--- config.mk ---
export PLATFORM = sky130hd
export DESIGN_NAME = counter_seq_ctrl
export DESIGN_NICKNAME = d
export VERILOG_FILES = /design/src/rtl/counter_seq_ctrl.sv
export SDC_FILE = /design/constraint.sdc
export NUM_CORES = 1
export LEC_CHECK = 0
export CORE_MARGIN = 2
export CORE_UTILIZATION = 32
export DETAILED_ROUTE_END_ITERATION = 7
export MAX_ROUTING_LAYER = met4
export PLACE_DENSITY = 0.59
export SLEW_MARGIN = 25
export SYNTH_ARGS = -nofsm -noshare
export SYNTH_HDL_FRONTEND = slang
export SYNTH_SLANG_ARGS = --single-unit
--- constraint.sdc ---
create_clock -name clk -period 3.3 [get_ports clk]
set_clock_uncertainty 0.1 [all_clocks]
set_input_delay 0.33 -clock clk [delete_from_list [all_inputs] [get_ports clk]]
set_output_delay 0.33 -clock clk [all_outputs]
set_load 0.1 [all_outputs]
--- src/rtl/counter_seq_ctrl.sv ---
// -----------------------------------------------------------------------------
// counter_seq_ctrl
//
// Purpose:
//   Programmable interval timer built around a WIDTH-bit up-counter. A
//   prescaler divides the clock so that the count value advances once every
//   (prescale+1) clocks. On reaching the terminal count the block emits a
//   one-cycle terminal-count pulse (tc). In auto-reload mode it then wraps to
//   zero and keeps running. In one-shot mode it parks in DONE holding the
//   terminal value.
//
// Ports:
//   clk      in   single clock, rising edge
//   rst      in   synchronous active-high reset, overrides every other input
//   start    in   start / restart request (latches mode, terminal, prescale)
//   stop     in   abort request, returns to IDLE (wins over start)
//   pause    in   level, freezes counting while high in RUN/HOLD
//   mode     in   0 = one-shot, 1 = auto-reload
//   terminal in   terminal count value [WIDTH-1:0]
//   prescale in   prescale value [PRE_W-1:0]
//   q        out  current count (registered)
//   tc       out  one-cycle terminal-count pulse (registered)
//   busy     out  high in RUN or HOLD (registered)
//   state    out  IDLE=00, RUN=01, HOLD=10, DONE=11 (registered)
// -----------------------------------------------------------------------------
module counter_seq_ctrl #(
  parameter int WIDTH = 4,
  parameter int PRE_W = 4
) (
  input  logic             clk,
  input  logic             rst,
  input  logic             start,
  input  logic             stop,
  input  logic             pause,
  input  logic             mode,
  input  logic [WIDTH-1:0] terminal,
  input  logic [PRE_W-1:0] prescale,
  output logic [WIDTH-1:0] q,
  output logic             tc,
  output logic             busy,
  output logic [1:0]       state
);

  typedef enum logic [1:0] {
    ST_IDLE = 2'b00,
    ST_RUN  = 2'b01,
    ST_HOLD = 2'b10,
    ST_DONE = 2'b11
  } state_e;

  // Registered state
  state_e           state_q, state_d;
  logic [WIDTH-1:0] q_q, q_d;
  logic [PRE_W-1:0] pre_cnt_q, pre_cnt_d;
  logic             tc_q, tc_d;
  logic             busy_q, busy_d;

  // Configuration latched on an accepted start
  logic             mode_q, mode_d;
  logic [WIDTH-1:0] term_q, term_d;
  logic [PRE_W-1:0] pre_q, pre_d;

  // Prescaler tick: only meaningful while actually counting in RUN
  logic tick;

  // Prescaler tick decode
  always_comb begin
    tick = 1'b0;
    if (state_q == ST_RUN) begin
      tick = (pre_cnt_q == pre_q);
    end else begin
      tick = 1'b0;
    end
  end

  // Next-state, count and pulse logic; priority is stop > start > pause > tick
  always_comb begin
    state_d   = state_q;
    q_d       = q_q;
    pre_cnt_d = pre_cnt_q;
    tc_d      = 1'b0;
    mode_d    = mode_q;
    term_d    = term_q;
    pre_d     = pre_q;

    if (stop) begin
      // In IDLE q and pre_cnt are already zero, so this is a no-op there.
      state_d   = ST_IDLE;
      q_d       = {WIDTH{1'b0}};
      pre_cnt_d = {PRE_W{1'b0}};
    end else if (start) begin
      // Start or restart from any state; a tick in this cycle is discarded.
      state_d   = ST_RUN;
      q_d       = {WIDTH{1'b0}};
      pre_cnt_d = {PRE_W{1'b0}};
      mode_d    = mode;
      term_d    = terminal;
      pre_d     = prescale;
    end else begin
      case (state_q)
        ST_RUN: begin
          if (pause) begin
            // Freeze q and pre_cnt; the pending tick is not consumed.
            state_d = ST_HOLD;
          end else if (tick) begin
            pre_cnt_d = {PRE_W{1'b0}};
            if (q_q == term_q) begin
              tc_d = 1'b1;
              if (mode_q) begin
                q_d = {WIDTH{1'b0}};
              end else begin
                // One-shot: q keeps the terminal value while parked.
                state_d = ST_DONE;
              end
            end else begin
              q_d = q_q + WIDTH'(1);
            end
          end else begin
            pre_cnt_d = pre_cnt_q + PRE_W'(1);
          end
        end
        ST_HOLD: begin
          // Resume on the edge pause is seen low; counting restarts next cycle.
          if (!pause) begin
            state_d = ST_RUN;
          end else begin
            state_d = ST_HOLD;
          end
        end
        ST_IDLE: begin
          state_d = ST_IDLE;
        end
        ST_DONE: begin
          state_d = ST_DONE;
        end
        default: begin
          state_d   = ST_IDLE;
          q_d       = {WIDTH{1'b0}};
          pre_cnt_d = {PRE_W{1'b0}};
        end
      endcase
    end

    busy_d = (state_d == ST_RUN) || (state_d == ST_HOLD);
  end

  // State and datapath registers with synchronous reset
  always_ff @(posedge clk) begin
    if (rst) begin
      state_q   <= ST_IDLE;
      q_q       <= {WIDTH{1'b0}};
      pre_cnt_q <= {PRE_W{1'b0}};
      tc_q      <= 1'b0;
      busy_q    <= 1'b0;
      mode_q    <= 1'b0;
      term_q    <= {WIDTH{1'b0}};
      pre_q     <= {PRE_W{1'b0}};
    end else begin
      state_q   <= state_d;
      q_q       <= q_d;
      pre_cnt_q <= pre_cnt_d;
      tc_q      <= tc_d;
      busy_q    <= busy_d;
      mode_q    <= mode_d;
      term_q    <= term_d;
      pre_q     <= pre_d;
    end
  end

  assign q     = q_q;
  assign tc    = tc_q;
  assign busy  = busy_q;
  assign state = state_q;

endmodule

### Word-level counts from Yosys, hierarchy flattened

Cells that the tools add are included.

| operators by class | value |
|---|---|
| add/subtract/negate cells | 2 |
| eq/ne operators | 8 |
| mux-type cells | 13 |
| bitwise operators | 4 |
| reductions and logical operators | 7 |

Operators with widths:

| kind | count |
|---|---|
| 2-to-1 mux 2 bit | 7 |
| 2-to-1 mux 4 bit | 3 |
| adder 4 x 1 -> 4 bit, second input constant | 2 |
| == test 4 bit | 2 |
| case mux 2 bit (4 select lines) | 1 |
| == test 2 bit, second input constant | 3 |
| OR reduction 6 bit | 1 |
| == test 2 x 1 -> 1 bit, second input constant | 2 |
| NOT 1 bit | 4 |
| AND reduction 2 bit | 2 |
| AND reduction 4 bit | 1 |
| OR reduction 3 bit | 1 |
| logical NOT 2 bit | 1 |
| 2-to-1 mux 1 bit | 2 |
| != test 2 bit, second input constant | 1 |
| logical OR 1 bit | 1 |

| storage, ports and cells | value |
|---|---|
| register bits | 21 |
| input port bits | 14 |
| output and inout bits | 8 |
| logic and storage cells | 42 |

### Logic depth before layout (Yosys ltp)

| depth | value |
|---|---|
| word-level depth | 9 |
| depth in mapped cells | 5 |
| depth with buffers taken out | 4 |

### Worst setup path before layout

No wires, ideal clock.

| timing | value |
|---|---|
| path kind | register to register |
| start point | register state_q[0] (netlist: state[0]) |
| end point | register pre_cnt_q[0] |
| setup time | 0.070 ns |
| arrival | 1.984 ns |
| data required time | 3.130 ns |
| slack | 1.146 ns |
| cell stages (with the launch flop) | 5 |
| buffers on the path | 0 |
| period minus slack after synthesis | 2.154 ns |
| path through | dfxtp_1 nand2b_1 or2_2 or3_2 a21oi_1 |

| between the ends | value |
|---|---|
| word-level cells in the longest chain between the ends | 3 |
| elaborated cells between the ends (all ways) | 4 |
| classes of those cells | 1 x eq/ne; 2 x mux; 1 x reduce/logical |

RTL lines:

| item | line | text |
|---|---|---|
| start, declared | 52 | `state_e state_q, state_d;` |
| start signal, assigned | 159 | `state_q <= state_d;` |
| == test 2 x 1 -> 1 bit (*) | 69, 100 |  |
| 2-to-1 mux 1 bit | 69 | `if (state_q == ST_RUN) begin` |
| 2-to-1 mux 4 bit | 105 | `end else if (tick) begin` |
| end signal, assigned | 152 | `pre_cnt_q <= {PRE_W{1'b0}};` |
| end signal, assigned | 161 | `pre_cnt_q <= pre_cnt_d;` |
| end, declared | 54 | `logic [PRE_W-1:0] pre_cnt_q, pre_cnt_d;` |

Mark *: on every way between the ends. The rest lies on a longest branch, timed or not.
A chain may end at the register's enable or synchronous reset.

### Worst setup path in the final report

| timing | value |
|---|---|
| start point | register q_q[2] (netlist: q[2]) |
| end point | output port q[2] |

RTL lines:

| item | line | text |
|---|---|---|
| start, declared | 53 | `logic [WIDTH-1:0] q_q, q_d;` |
| start signal, assigned | 151 | `q_q <= {WIDTH{1'b0}};` |
| start signal, assigned | 160 | `q_q <= q_d;` |
| end, declared | 38 | `output logic [WIDTH-1:0] q,` |

No word-level cell between the ends.

==> impl_results.html <==
<table>
<tr><th>Metric</th><th>Value</th></tr>
<tr><th colspan="2">Global route</th></tr>
<tr><td>Antenna violations before repair</td><td>0</td></tr>
<tr><td>Number of global-route vias before repair</td><td>828</td></tr>
<tr><td>Remaining global-route overflow</td><td>0</td></tr>
<tr><td>Gr usage total</td><td>between 10% and 20%</td></tr>
<tr><td>Pin count of the biggest net entering global routing</td><td>15</td></tr>
<tr><td>Wire length of the first global-routing pass</td><td>3620 um</td></tr>
<tr><th colspan="2">Detailed routing</th></tr>
<tr><td>Average wire length per cell after detail routing</td><td>around 11 um</td></tr>
<tr><td>Routed via count</td><td>between 800 and 900</td></tr>
<tr><td>DRC errors left</td><td>0</td></tr>
<tr><td>Pre-antenna DRT Iters</td><td>4</td></tr>
<tr><td>Average vias per placed instance</td><td>~4.7</td></tr>
<tr><td>Antenna viol nets, final</td><td>0</td></tr>
<tr><td>Drt first-iter violations</td><td>21</td></tr>
<tr><td>DRT Wirelength</td><td>~2100 um</td></tr>
<tr><th colspan="2">Synthesis</th></tr>
<tr><td>Fraction of synthesis flops using an asynchronous set or reset pin</td><td>0%</td></tr>
<tr><td>Number of enable-type register cells in the synthesized netlist</td><td>0</td></tr>
<tr><td>Number of distinct library cell variants in the gate-level netlist after synthesis</td><td>36</td></tr>
<tr><td>Cell area after synthesis</td><td>1020 sq um</td></tr>
<tr><td>Portion of the post-synthesis area used by sequential elements</td><td>41.0%</td></tr>
<tr><td>Most used flip-flop cell after synthesis</td><td>sky130_fd_sc_hd__dfxtp_1</td></tr>
<tr><td>Syn Nets</td><td>136</td></tr>
<tr><td>Yosys synthesis warning count</td><td>0</td></tr>
<tr><td>Post-synthesis instance total</td><td>120</td></tr>
<tr><td>Post-synthesis register bit count</td><td>21</td></tr>
<tr><td>Average cell area after synthesis</td><td>8.54 sq um</td></tr>
<tr><th colspan="2">Cells and area</th></tr>
<tr><td>Number of nets in the layout</td><td>158</td></tr>
<tr><td>Post-route insts no fill</td><td>185</td></tr>
<tr><td>Area Overhead vs Synth</td><td>27.0%</td></tr>
<tr><td>Antenna Diode Count</td><td>0</td></tr>
<tr><td>Fraction of layout instances using a drive strength above 1</td><td>7.80%</td></tr>
<tr><th colspan="2">Timing</th></tr>
<tr><td>Final TNS setup</td><td>0 ps</td></tr>
<tr><td>RSZ-0062 raised after global routing</td><td>false</td></tr>
<tr><td>Post-layout minimum cycle time</td><td>approximately 2400 ps</td></tr>
<tr><td>Slew @ Worst Pin</td><td>967 ps</td></tr>
<tr><td>Achievable Freq</td><td>422 MHz</td></tr>
<tr><td>Worst-case headroom to the max-slew limit</td><td>35.3%</td></tr>
<tr><td>Total count of max-transition violations in the final report</td><td>0</td></tr>
<tr><td>Final Hold Vio Count</td><td>0</td></tr>
<tr><td>Number of failing setup endpoints in the final timing report</td><td>0</td></tr>
<tr><td>Final critical-path share of the clock period</td><td>a little under three quarters</td></tr>
<tr><th colspan="2">Clock network</th></tr>
<tr><td>Clock Latency Late Sink</td><td>300 ps</td></tr>
<tr><td>CTS Buf Count</td><td>3</td></tr>
<tr><td>CTS tree</td><td>yes</td></tr>
<tr><td>Deepest clock path buffer count</td><td>2</td></tr>
<tr><td>Deepest level of the CTS H-tree</td><td>1</td></tr>
<tr><td>Total of hold buffers inserted after clock tree synthesis</td><td>0</td></tr>
<tr><td>Number of post-CTS setup repair buffers</td><td>0</td></tr>
<tr><td>Number of clock sinks seen by CTS</td><td>21</td></tr>
<tr><td>Post-CTS clock slew at the launch and capture registers of the worst setup and hold paths</td><td>110 ps</td></tr>
<tr><td>Root buffer cell</td><td>sky130_fd_sc_hd__clkbuf_4</td></tr>
<tr><td>Post-cts gate resize count</td><td>0</td></tr>
<tr><th colspan="2">Floorplan</th></tr>
<tr><td>Width of the chip</td><td>60.6 um</td></tr>
<tr><td>Placeable core region</td><td>3050 sq um</td></tr>
<tr><td>Count of boundary I/O pins</td><td>22</td></tr>
<tr><td>Full die area</td><td>3670 sq um</td></tr>
<tr><td>Starting density of the core</td><td>between 30 and 40%</td></tr>
<tr><td>Vertical die dimension</td><td>60.6 um</td></tr>
<tr><td>Number of placement rows</td><td>20</td></tr>
<tr><th colspan="2">Hold path</th></tr>
<tr><td>Worst Hold Path EP</td><td>term_q[0]</td></tr>
<tr><td>Min-delay src</td><td>term_q[0]</td></tr>
<tr><td>Worst hold path stage count</td><td>2</td></tr>
<tr><td>Class of the worst hold path</td><td>flop to flop</td></tr>
<tr><th colspan="2">Worst setup path</th></tr>
<tr><td>Arr. time, crit path</td><td>about 1900 ps</td></tr>
<tr><td>Data required time of the worst path</td><td>2870 ps</td></tr>
<tr><td>Crit path cell chain</td><td>clkdlybuf4s50_1</td></tr>
<tr><td>Critical path startpoint category</td><td>flop</td></tr>
<tr><td>Worst flop-to-flop path endpoint</td><td>state[1]</td></tr>
<tr><td>Depth of the worst register-to-register path</td><td>4</td></tr>
<tr><td>Critical path capture point type</td><td>output port</td></tr>
<tr><td>Crit-path max cell delay</td><td>1180 ps</td></tr>
<tr><td>Reg-to-reg startpoint</td><td>pre_cnt_q[2]</td></tr>
<tr><td>Crit path max-delay cell type</td><td>sky130_fd_sc_hd__clkdlybuf4s50_1</td></tr>
<tr><td>Category of the critical setup timing path</td><td>flop to output port</td></tr>
<tr><td>Worst path buffer plus inverter count</td><td>1</td></tr>
<tr><td>Slack of the worst reg-to-reg path</td><td>1550 ps</td></tr>
<tr><td>Largest fanout of any net on the critical path</td><td>6</td></tr>
<tr><td>Kind of cell adding the most delay to the critical path</td><td>buffers and inverters</td></tr>
<tr><th colspan="2">Placed design</th></tr>
<tr><td>Count of port buffers added during placement</td><td>21</td></tr>
<tr><td>Final estimated routing congestion in global placement</td><td>0.748</td></tr>
<tr><td>Dpl hpwl</td><td>1620 um</td></tr>
<tr><td>Dpl cells</td><td>181</td></tr>
<tr><th colspan="2">Run status</th></tr>
<tr><td>Outcome</td><td>completed</td></tr>
<tr><th colspan="2">Power</th></tr>
<tr><td>Total power per unit cell area</td><td>around 350 nW/um^2</td></tr>
<tr><td>Leakage power of the design</td><td>between 0.4 and 0.5 nW</td></tr>
<tr><td>Worst vdd ir</td><td>0.000158 V</td></tr>
<tr><th colspan="2">Job</th></tr>
<tr><td># Max-Cap Violations</td><td>0</td></tr>
</table>
## cells by family after synthesis
kind of cell             synth area share (%)
AND/OR/NAND/NOR                          30.9
AO/OA/AOI/OAI                            15.3
flip-flops                               41.0
XOR/XNOR                                 8.55
buffers and inverters                    1.83
adder cells (fa/ha/maj)                  2.44
## registers in the layout (all words and copies together), names as in the netlist
| signal | flops |
|---|---|
| pre_cnt_q | 4 |
| pre_q | 4 |
| q | 4 |
| term_q | 4 |
| state | 2 |
| busy | 1 |
| mode_q | 1 |
| tc | 1 |
## cell type report
| class | count | area (sq um) |
|---|---|---|
| inverter | 1 | 3.75 |
| timing repair buffer | 21 | 210 |
| sequential | 21 | 420 |
| tap | 44 | 55.1 |
| multi-input combinational | 94 | 586 |
| clock buffer | 4 | 26.3 |
| fill | 325 | 1750 |
## per-layer routing
layer	vias up	global-route usage, %	routed length [um]
li1	470	-	-
met1	378	18.4	1040
met2	23	18.7	927
met3	6	2.56	84
met4	0	6.52	51
met5	-	-	0
## power breakdown
part | internal [mW] | switching [mW]
clock | 0.0470 | 0.0765
sequential | 0.260 | 0.00464
combinational | 0.0315 | 0.0407
total | 0.338 | 0.122
## worst max-delay path by stage
stage | start | to | slack, ps | cells after the start
3_5_place_dp | rst | q[3] | 1120 | 4
6_report | q[2] | q[2] | 930 | 1
2_1_floorplan | state[0] | pre_cnt_q[0] | 1150 | 4
5_1_grt | q[2] | q[2] | 850 | 1
3_3_place_gp | rst | q[3] | 1160 | 5
4_1_cts | q[2] | q[2] | 900 | 1
## cells in the mapped netlist, types with 2 or more instances
cell,count,area [sq um]
sky130_fd_sc_hd__nor3_1,4,20.0
sky130_fd_sc_hd__xor2_1,6,52.6
sky130_fd_sc_hd__dfxtp_1,21,420
sky130_fd_sc_hd__nor2b_1,3,18.8
sky130_fd_sc_hd__a21oi_1,11,55.1
sky130_fd_sc_hd__clkbuf_1,4,15.0
sky130_fd_sc_hd__xnor2_1,4,35.0
sky130_fd_sc_hd__o22ai_1,2,12.5
sky130_fd_sc_hd__and3_1,2,12.5
sky130_fd_sc_hd__ha_1,2,25.0
sky130_fd_sc_hd__nand2b_1,4,25.0
sky130_fd_sc_hd__nand3_1,2,10.0
sky130_fd_sc_hd__nor2_1,3,11.3
sky130_fd_sc_hd__o211a_1,2,20.0
sky130_fd_sc_hd__nand2_1,26,97.6
sky130_fd_sc_hd__nand4_1,4,25.0
## metrics by stage
step           utilization, %  cell area, sq um  setup WS, ps  total power [mW]  hold slack, ps
3_3_place_gp             41.8              1270          1160             0.342             362
3_5_place_dp             41.8              1270          1120             0.343             366
6_report                 42.6              1300           929             0.460             377
2_1_floorplan               -              1020          1150             0.315             348
5_1_grt                  42.6              1300           853             0.489             404
4_1_cts                  42.6              1300           902             0.467             383
## placed cells by master (no fill, tap or decap), drive strengths merged, types with 3 or more instances in the layout
cell type / synthesis / routed
nor2: 3 / 3
clkbuf: 4 / 4
dfxtp: 21 / 21
xnor2: 4 / 4
xor2: 6 / 6
nand2b: 4 / 4
nor2b: 3 / 3
nor3: 4 / 4
nand2: 27 / 27
clkdlybuf4s50: 0 / 21
a21oi: 11 / 11
nand4: 4 / 4
Note: power is estimated with default switching activity, not from simulation.
